--- src/rtl/mult_div_unit.sv ---
// Iterative WIDTH-bit MULT/MULTU/DIV/DIVU unit that owns the HI/LO pair. Results land WIDTH cycles after start.
// No backpressure: start, hi_write and lo_write are dropped while busy. start is accepted again in the done cycle.
module mult_div_unit #(
  parameter int WIDTH = 32
) (
  input  logic             clock,
  input  logic             reset_n,
  input  logic             start,
  input  logic [1:0]       op,
  input  logic [WIDTH-1:0] operand_a,
  input  logic [WIDTH-1:0] operand_b,
  input  logic             hi_write,
  input  logic             lo_write,
  input  logic [WIDTH-1:0] write_data,
  output logic             busy,
  output logic             done,
  output logic             div_by_zero,
  output logic [WIDTH-1:0] hi,
  output logic [WIDTH-1:0] lo
);

  localparam int CW = $clog2(WIDTH);

  typedef enum logic [1:0] {IDLE, RUN, FINISH} state_t;

  state_t           state_q, state_d;
  logic [CW-1:0]    count_q;
  logic [WIDTH-1:0] acc_hi_q, acc_lo_q, b_q, hi_q, lo_q;
  logic             is_div_q, neg_q_q, neg_r_q, dbz_q;

  logic             accept, last_step;
  logic             sign_a, sign_b;
  logic [WIDTH-1:0] abs_a, abs_b;
  logic [WIDTH:0]   mul_sum, div_shift;
  logic [WIDTH+1:0] div_diff;
  logic [WIDTH-1:0] step_hi, step_lo, res_hi, res_lo;
  logic [2*WIDTH-1:0] product;

  assign accept    = start && (state_q != RUN);
  assign last_step = (count_q == CW'(WIDTH - 1));

  assign busy        = (state_q == RUN);
  assign done        = (state_q == FINISH);
  assign div_by_zero = done && dbz_q;
  assign hi          = hi_q;
  assign lo          = lo_q;

  always_ff @(posedge clock or negedge reset_n) begin
    if (!reset_n) begin
      state_q <= IDLE;
    end else begin
      state_q <= state_d;
    end
  end

  always_comb begin
    state_d = state_q;
    case (state_q)
      IDLE:    if (start) state_d = RUN;
      RUN:     if (last_step) state_d = FINISH;
      FINISH:  state_d = start ? RUN : IDLE;
      default: state_d = IDLE;
    endcase
  end

  always_comb begin
    // op[0]==0 selects the signed variants
    sign_a = !op[0] && operand_a[WIDTH-1];
    sign_b = !op[0] && operand_b[WIDTH-1];
    abs_a  = sign_a ? -operand_a : operand_a;
    abs_b  = sign_b ? -operand_b : operand_b;

    mul_sum   = {1'b0, acc_hi_q} + (acc_lo_q[0] ? {1'b0, b_q} : '0);
    div_shift = {acc_hi_q, acc_lo_q[WIDTH-1]};
    div_diff  = {1'b0, div_shift} - {2'b00, b_q};

    if (is_div_q) begin
      // restoring step: keep the shifted remainder when the subtract borrows
      step_hi = div_diff[WIDTH+1] ? div_shift[WIDTH-1:0] : div_diff[WIDTH-1:0];
      step_lo = {acc_lo_q[WIDTH-2:0], !div_diff[WIDTH+1]};
    end else begin
      step_hi = mul_sum[WIDTH:1];
      step_lo = {mul_sum[0], acc_lo_q[WIDTH-1:1]};
    end

    product = {step_hi, step_lo};
    if (neg_q_q) product = -product;

    if (is_div_q) begin
      // a zero divisor yields remainder |a|; re-applying a's sign restores a
      res_lo = dbz_q ? '1 : (neg_q_q ? -step_lo : step_lo);
      res_hi = neg_r_q ? -step_hi : step_hi;
    end else begin
      res_hi = product[2*WIDTH-1:WIDTH];
      res_lo = product[WIDTH-1:0];
    end
  end

  always_ff @(posedge clock or negedge reset_n) begin
    if (!reset_n) begin
      count_q  <= '0;
      acc_hi_q <= '0;
      acc_lo_q <= '0;
      b_q      <= '0;
      hi_q     <= '0;
      lo_q     <= '0;
      is_div_q <= 1'b0;
      neg_q_q  <= 1'b0;
      neg_r_q  <= 1'b0;
      dbz_q    <= 1'b0;
    end else if (accept) begin
      count_q  <= '0;
      acc_hi_q <= '0;
      acc_lo_q <= abs_a;
      b_q      <= abs_b;
      is_div_q <= op[1];
      neg_q_q  <= sign_a ^ sign_b;
      neg_r_q  <= sign_a;
      dbz_q    <= op[1] && (operand_b == '0);
    end else if (state_q == RUN) begin
      count_q  <= last_step ? '0 : count_q + 1'b1;
      acc_hi_q <= step_hi;
      acc_lo_q <= step_lo;
      if (last_step) begin
        hi_q <= res_hi;
        lo_q <= res_lo;
      end
    end else begin
      if (hi_write) hi_q <= write_data;
      if (lo_write) lo_q <= write_data;
    end
  end

endmodule

--- config.mk ---
export PLATFORM = sky130hd
export DESIGN_NAME = mult_div_unit
export DESIGN_NICKNAME = d
export VERILOG_FILES = /design/src/rtl/mult_div_unit.sv
export SDC_FILE = /design/constraint.sdc
export NUM_CORES = 1
export LEC_CHECK = 0
export BUFFER_PORTS_ARGS = -buffer_cell sky130_fd_sc_hd__buf_4
export CAP_MARGIN = 15
export CELL_PAD_IN_SITES_DETAIL_PLACEMENT = 0
export CELL_PAD_IN_SITES_GLOBAL_PLACEMENT = 1
export CORE_AREA = 3 3 181 183
export CTS_CLUSTER_SIZE = 28
export DETAILED_ROUTE_END_ITERATION = 10
export DIE_AREA = 0 0 184 186
export GPL_ROUTABILITY_DRIVEN = 0
export PLACE_DENSITY_LB_ADDON = 0.1
export SLEW_MARGIN = 20
export SYNTH_ARGS = -nofsm -noshare
export SYNTH_HDL_FRONTEND = slang
export SYNTH_SLANG_ARGS = --single-unit
export TNS_END_PERCENT = 30
--- constraint.sdc ---
create_clock -name clock -period 12.4 [get_ports clock]
set_input_delay 1.86 -clock clock [delete_from_list [all_inputs] [get_ports clock]]
set_output_delay 1.86 -clock clock [all_outputs]
set_load 0.01 [all_outputs]
==> reports/results.tsv, run 1 <==
metric	value	unit
status	finished clean	
critPathBufInv	2	
cts_buffer_depth	2	
synth_compound_area_frac	0.259	
drive_gt1_frac	0.133	
finalNetCount	2214	
synth_cell_types	91	
core	0.0314	mm²
drt_iter0_markers	1488	
fin_area	0.0171	mm²
tritoncts	done	
viasPerCell	6.17	
antenna_found_initial	1	
root_buffer	clkbuf_16	
period_share	0.438	
final.min_clock_period	5.43	ns
syn-instance-count	1938	
cts_max_level	4	
cts_made_buffers	17	
start_kind	flip-flop	
async_reset_ff_frac	1.00	
grt_max_degree	103	
wl	52500	µm
io_buffers	169	
ys_seq_area_frac	0.285	
path_class	reg2reg	
grt_pass1_vias	14200	
syn_area_per_cell	7.74	µm²
worstMarginPinSlew	1.01	ns
hold_class	reg2reg	
synth_fa_ha_area_frac	0.0610	
ctsResizeCount	0	
finalSetupViolCount	0	
holdWs	0.482	ns
cap_violations	0	
synth.area.mux_share	0.0348	
cp_max_fo	73	
path_cells	inv_1 > buf_4 > or4_1 > o31ai_1 > nand4_1 > or4_1 > nor3_1 > nand3_1 > o32a_1 > o21a_1 > xnor2_1 > o221ai_1	
relSlewSlack	0.325	
skew	0.0120	ns
overflow	0	
ant_nets	0	
cts_hold_buf	0	
grt_setup_unrepaired	false	
max_stage_delay	1.06	ns
clock_sinks	171	
whs_path_depth	2	
fp.dieW	184	µm
rows	65	
insertion_delay	0.45	ns
arrival	5.73	ns
synth-seq-cells	171	
timing.fmax	184	MHz
cp.depth	12	
maxSlewViolCount	0	
ios	170	
die_y	186	µm
synth_edf_count	0	
post-route-drc-count	0	
clk_pin_slew	0.08	ns
fin_setup_tns	0	ns
cp.required	12.70	ns
cp_common_cell	or4_1	
post_dp_cell_area	0.0165	mm²
cts_setup_buffers	0	
die_area	0.0342	mm²
syn_area	0.0150	mm²
hpwl	39900	µm
r2r_cells	12	
grt_usage	0.305	
synthFlopType	dfrtp_1	
dr.pass1.iters	5	
area_growth	14.1	%
grt_pass1_wl	82100	µm
avgRoutedWirePerCell	21.4	µm
end_kind	flip-flop	
yosys.area_share.simple	0.222	
layout_common_cells	247 x nand2_1, 203 x o21ai_0, 182 x buf_4, 170 x dfrtp_1, 156 x a21oi_1	
cp_top_family	simple AND/OR/NAND/NOR gates	
start_util	0.478	
hold_viol_final	0	
synth_fp_nets	2113	
synth_warnings	0	
vias	15100	
num_antenna_cells	0	
synth_xor_area_frac	0.0922	
critPathSlowestCell	dfrtp_4	
synth_top_family_by_area	compound AO/OA/AOI/OAI gates	
mostFrequentLayoutCell	nand2_1	
==> flip-flops by register name, summed over array words and instances, names as in the netlist <==
register	flops
hi	32
state_q	2
acc_lo_q	32
acc_hi_q	32
b_q	32
lo	32
is_div_q	1
dbz_q	1
neg_q_q	1
neg_r_q	1
count_q	5
==> Yosys cell counts (17+ instances only) <==
library cell,count,area [µm²]
or3_1,20,125
nand3_1,69,345
nand2_1,249,935
a21o_1,25,188
xnor2_1,93,815
dfrtp_1,171,4280
inv_1,68,255
o21ai_0,203,1020
and2_1,45,282
mux2i_1,42,420
nor2b_1,17,106
xor2_1,65,569
clkbuf_1,75,282
ha_1,70,876
o31ai_1,19,143
nor2_1,150,563
nand4_1,18,113
a21oi_1,157,786
o211ai_1,45,338
nor3_1,37,185
and3_1,19,119
a31oi_1,40,250
==> final timing paths <==
kind | from | endpoint | slack (ns)
setup / recovery | is_div_q | hi[21] | 6.97
hold / removal | hi[8] | hi[8] | 0.48
setup reg to reg | is_div_q | hi[21] | 6.97
hold reg to reg | hi[8] | hi[8] | 0.48
max in group asynchronous | reset_n | lo[13] | 9.66
min in group asynchronous | reset_n | b_q[27] | 1.49
==> worst register-to-register path: stages (launching register included) <==
cell and delay [ns]:
dfrtp_4 1.06, inv_1 0.21, buf_4 0.33, or4_1 0.55, o31ai_1 0.45, nand4_1 0.48
or4_1 0.64, nor3_1 0.30, nand3_1 0.15, o32a_1 0.37, o21a_1 0.19, xnor2_1 0.38
o221ai_1 0.17
==> cell families after synthesis <==
family                   count (synthesis)
buffers and inverters                  171
flip-flops                             171
multiplexers                            51
AO/OA/AOI/OAI                          619
adder cells (fa/ha/maj)                 72
AND/OR/NAND/NOR                        696
XOR/XNOR                               158
==> cell type report <==
type                       instances  area (µm²)
clock buffer                      17         425
clock inverter                    15         181
fill                            3135       14300
inverter                          69         259
multi-input combinational       1596       10100
sequential                       171        4280
tap                              402         503
timing repair buffer             184        1390
==> per-layer routing <==
layer | global-route usage | routed length, µm | vias to the layer above
met5 | 0 | 0 | -
met4 | 0.0826 | 1250 | 0
met3 | 0.0383 | 3410 | 75
met2 | 0.467 | 22900 | 569
met1 | 0.454 | 24900 | 7290
li1 | - | - | 7210
==> stage by stage <==
step,setup WS [ns],std cells,util
final,6.97,2454,0.545
after global routing,6.54,2454,0.545
after CTS,7.09,2454,0.545
after detailed placement,7.12,2422,0.526
after global placement,7.13,2422,0.526
after floorplan,7.55,1938,-
Power of run 1 is not shown: default switching activity piles up to over one toggle a cycle in this logic, so the estimate is an artifact.
==> inputs of run 2 (changes only) <==
Settings changed: CORE_AREA 3 3 181 183 to 3 3 198 200, DIE_AREA 0 0 184 186 to 0 0 201 203.
Clock period 12.4 ns to 4.6 ns, I/O delays scaled along.
==> reports/results.tsv, run 2 (synthesized netlist as in run 1, its figures left out) <==
metric	value	unit	change
status	finished clean		
drt_iter0_markers	1011		-32%
wl	57900	µm	+10%
cts_buffer_depth	2		unchanged
die_area	0.0408	mm²	+19%
end_kind	flip-flop		
layout_common_cells	383 x buf_4, 246 x nand2_1, 196 x o21ai_0, 170 x dfrtp_1, 150 x a21oi_1		
rows	71		+9.2%
cts_made_buffers	17		unchanged
num_antenna_cells	0		unchanged
cp_top_family	simple AND/OR/NAND/NOR gates		
fin_setup_tns	0	ns	unchanged
cp_max_fo	10		-86%
r2r-end	hi[13]		
mostFrequentLayoutCell	buf_4		
fp.dieW	201	µm	+9.2%
max_stage_delay	0.60	ns	-0.46 ns
grt_pass1_vias	15300		+7.6%
ant_nets	0		unchanged
die_y	203	µm	+9.1%
critPathBufInv	5		+3
cts_max_level	4		unchanged
insertion_delay	0.47	ns	+0.02 ns
grt_max_degree	98		-4.9%
finalSetupViolCount	0		unchanged
path_class	reg2reg		
final.min_clock_period	4.40	ns	-1.03 ns
worstMarginPinSlew	1.05	ns	+0.0412 ns
path_cells	inv_1 > ha_1 > nand4_1 > or3_4 > a2111oi_4 > o31ai_1 > buf_4 > buf_4 > a21oi_4 > a311oi_4 > or4_4 > nor3_2 > buf_4 > a41oi_1 > o21ai_2 > buf_4 > xnor2_1 > o21ai_0 > mux2_2		
hold_class	in2async		
avgRoutedWirePerCell	20.9	µm	-2.3%
ios	170		unchanged
r2r_cells	19		+7
antenna_found_initial	0		-1
start_util	0.399		-0.0787
relSlewSlack	0.297		-0.0275
arrival	4.75	ns	-0.98 ns
critPathSlowestCell	or4_4		
clock_sinks	171		unchanged
grt_pass1_wl	89300	µm	+8.7%
io_buffers	169		unchanged
core	0.0376	mm²	+20%
timing.fmax	228	MHz	+24%
viasPerCell	5.72		-7.4%
drive_gt1_frac	0.226		+0.0935
root_buffer	clkbuf_16		
cts_hold_buf	0		unchanged
hold_viol_final	0		unchanged
dr.pass1.iters	5		unchanged
cap_violations	0		unchanged
hpwl	45300	µm	+14%
cp.required	4.96	ns	-7.74 ns
r2r_slack	0.20	ns	-6.77 ns
period_share	0.955		+0.518
maxSlewViolCount	0		unchanged
tritoncts	done		
start_kind	flip-flop		
grt_usage	0.279		-0.0255
post-route-drc-count	0		unchanged
fill_cells	3755		+20%
skew	0.0155	ns	+0.00350 ns
vias	15800		+4.4%
grt_setup_unrepaired	true		
finalNetCount	2418		+9.2%
r2r_start	b_q[12]		
overflow	0		unchanged
clk_pin_slew	0.08	ns	about the same
area_growth	27.2	%	
cp_common_cell	buf_4		
[run 2: per-layer routing]
layer	track usage	vias up	wire length, µm
met5	0	-	0
met4	0.0866	0	1730
met1	0.385	7577	26200
met2	0.456	536	26700
met3	0.0382	73	3300
li1	-	7628	-
[run 2: repair_timing]
item / in CTS / in global routing
resized for setup: 3 / 55
pin swaps: 0 / 11
setup endpoints to repair: 5 / 31
setup buffers: 0 / 1
[run 2: layout make-up]
type / instances / area, µm² / area share
Multi-Input combinational cell: 1596 / 10300 / 0.542
Inverter: 69 / 259 / 0.0136
Clock inverter: 14 / 156 / 0.00820
Timing Repair Buffer: 388 / 2970 / 0.155
Sequential cell: 171 / 4280 / 0.224
Tap cell: 511 / 639 / 0.0335
Clock buffer: 18 / 439 / 0.0230
[run 2: metrics by stage]
step           cells  utilization  hold WS [ns]  setup slack (ns)  cell area (µm²)
2_1_floorplan   1938            -         0.394            0.0276            15000
3_3_place_gp    2734        0.485         0.469           0.00600            18200
3_5_place_dp    2734        0.485         0.482            -0.111            18200
4_1_cts         2766        0.501         0.327          -0.00720            18800
5_1_grt         2767        0.508         0.316           -0.0308            19100
6_report        2767        0.508         0.290             0.205            19100
[run 2: how the worst max path moves through the flow]
stage | startpoint | cells after the start | endpoint | slack (ns)
floorplan | acc_hi_q[2] | 23 | hi[28] | 0.03
global placement | b_q[14] | 21 | hi[2] | 0.006
detailed placement | acc_hi_q[13] | 20 | hi[2] | -0.11
CTS | acc_hi_q[13] | 16 | hi[31] | -0.007
global route | b_q[12] | 20 | hi[27] | -0.03
finish | b_q[12] | 19 | hi[13] | 0.20
Power of run 2 is left out for the same reason.
==> inputs of run 3 (changes only) <==
Settings changed: CELL_PAD_IN_SITES_DETAIL_PLACEMENT 0 to 1.
==> reports/results.tsv, run 3 (synthesized netlist as in run 1, its figures left out) <==
metric	value	unit	change
cts_max_level	4		unchanged
r2r-end	hi[13]		
root_buffer	clkbuf_16		
hpwl	48800	µm	+7.6%
insertion_delay	0.47	ns	about the same
ant_nets	0		unchanged
cts_buffer_depth	2		unchanged
maxSlewViolCount	0		unchanged
skew	0.0107	ns	-0.00481 ns
ios	170		unchanged
drive_gt1_frac	0.227		+0.000786
hold_class	in2async		
arrival	4.77	ns	+0.02 ns
relSlewSlack	0.294		-0.00257
end_kind	flip-flop		
use_met3	0.0444		+0.00625
clock_sinks	171		unchanged
grt_max_degree	98		unchanged
place_inst	2734		unchanged
final_util	0.508		about the same
holdWs	0.301	ns	+0.0112 ns
wl	62500	µm	+8.0%
final.min_clock_period	4.41	ns	+0.0191 ns
cts_made_buffers	17		unchanged
top_usage_layer	met2		
avgRoutedWirePerCell	22.6	µm	+7.9%
timing.fmax	227	MHz	-0.43%
path_class	reg2reg		
viasPerCell	5.88		+2.9%
start_kind	flip-flop		
rows	71		unchanged
layoutNonFillerInstCount	2768		+0.036%
cp_max_fo	28		+18
tritoncts	done		
num_antenna_cells	0		unchanged
r2r_start	b_q[16]		
antenna_found_initial	0		unchanged
drt_iter0_markers	1005		-0.59%
gr-usage-met1	0.393		+0.00808
grt_usage	0.300		+0.0208
layout_common_cells	384 x buf_4, 245 x nand2_1, 196 x o21ai_0, 170 x dfrtp_1, 150 x a21oi_1		
post-route-drc-count	0		unchanged
clk_pin_slew	0.07	ns	about the same
fin_setup_tns	0	ns	unchanged
status	finished clean		
area_growth	27.1	%	about the same
core	0.0376	mm²	unchanged
vias	16300		+2.9%
fp.dieW	201	µm	unchanged
period_share	0.960		+0.00416
grt_setup_unrepaired	true		
finalNetCount	2419		+0.041%
mostFrequentLayoutCell	buf_4		
grt_pass1_wl	97000	µm	+8.7%
start_util	0.399		unchanged
grt_pass1_vias	16900		+10%
grt_use_met2	0.503		+0.0471
cap_violations	0		unchanged
overflow	0		unchanged
r2r_slack	0.19	ns	-0.02 ns
cts_hold_buf	0		unchanged
finalSetupViolCount	0		unchanged
worstMarginPinSlew	1.06	ns	+0.00386 ns
die_y	203	µm	unchanged
cp.required	4.95	ns	about the same
io_buffers	169		unchanged
r2r_cells	19		unchanged
hold_viol_final	0		unchanged
dr.pass1.iters	5		unchanged
die_area	0.0408	mm²	unchanged
-- run 3: final cells by class --
cell class	instances	area [µm²]
Timing Repair Buffer	389	2970
Tap cell	511	639
Fill cell	4628	18500
Clock buffer	19	443
Multi-Input combinational cell	1596	10300
Clock inverter	13	135
Inverter	69	259
Sequential cell	171	4280
-- run 3: layer usage --
metal	wire [µm]	up-vias	part of all wire
met5	0	-	0
met4	2200	0	0.035
met3	3670	105	0.059
met2	29700	501	0.47
met1	27000	8076	0.43
li1	-	7595	-
-- run 3: worst max-delay path by stage --
| stage | endpoint | cells past startpoint | start |
|---|---|---|---|
| global placement | hi[2] | 21 | b_q[14] |
| detailed placement | hi[2] | 20 | acc_hi_q[13] |
| floorplan | hi[28] | 23 | acc_hi_q[2] |
| CTS | hi[30] | 17 | acc_hi_q[13] |
| finish | hi[13] | 19 | b_q[16] |
| global route | hi[28] | 21 | acc_hi_q[0] |
-- run 3: critical path, stage by stage, from the launching register on --
cell and delay [ns]:
dfrtp_1 0.42, inv_1 0.07, ha_1 0.31, nand2_1 0.13, or3_4 0.41, a2111oi_4 0.23
buf_4 0.18, o31a_2 0.20, nor2_4 0.06, buf_12 0.19, a311oi_2 0.40, buf_4 0.21
and3_1 0.19, and4_1 0.24, a41oi_2 0.18, o21ai_2 0.15, buf_4 0.15, xnor2_1 0.13
o21ai_0 0.12, mux2_2 0.31
-- run 3: metrics by stage --
step                setup WS (ns)  instance area [µm²]
detailed placement         -0.127                18200
global placement          0.00600                18200
CTS                      -0.00861                18800
finish                      0.186                19100
global route              -0.0874                19100
floorplan                  0.0276                15000
-- run 3: timing repair --
action / 4_1_cts / 5_1_grt
setup buffers: 0 / 2
pin swaps: 0 / 13
setup endpoints to repair: 5 / 31
resized for setup: 7 / 55
hold endpoints to repair: 0 / 0
Power of run 3 is left out for the same reason.
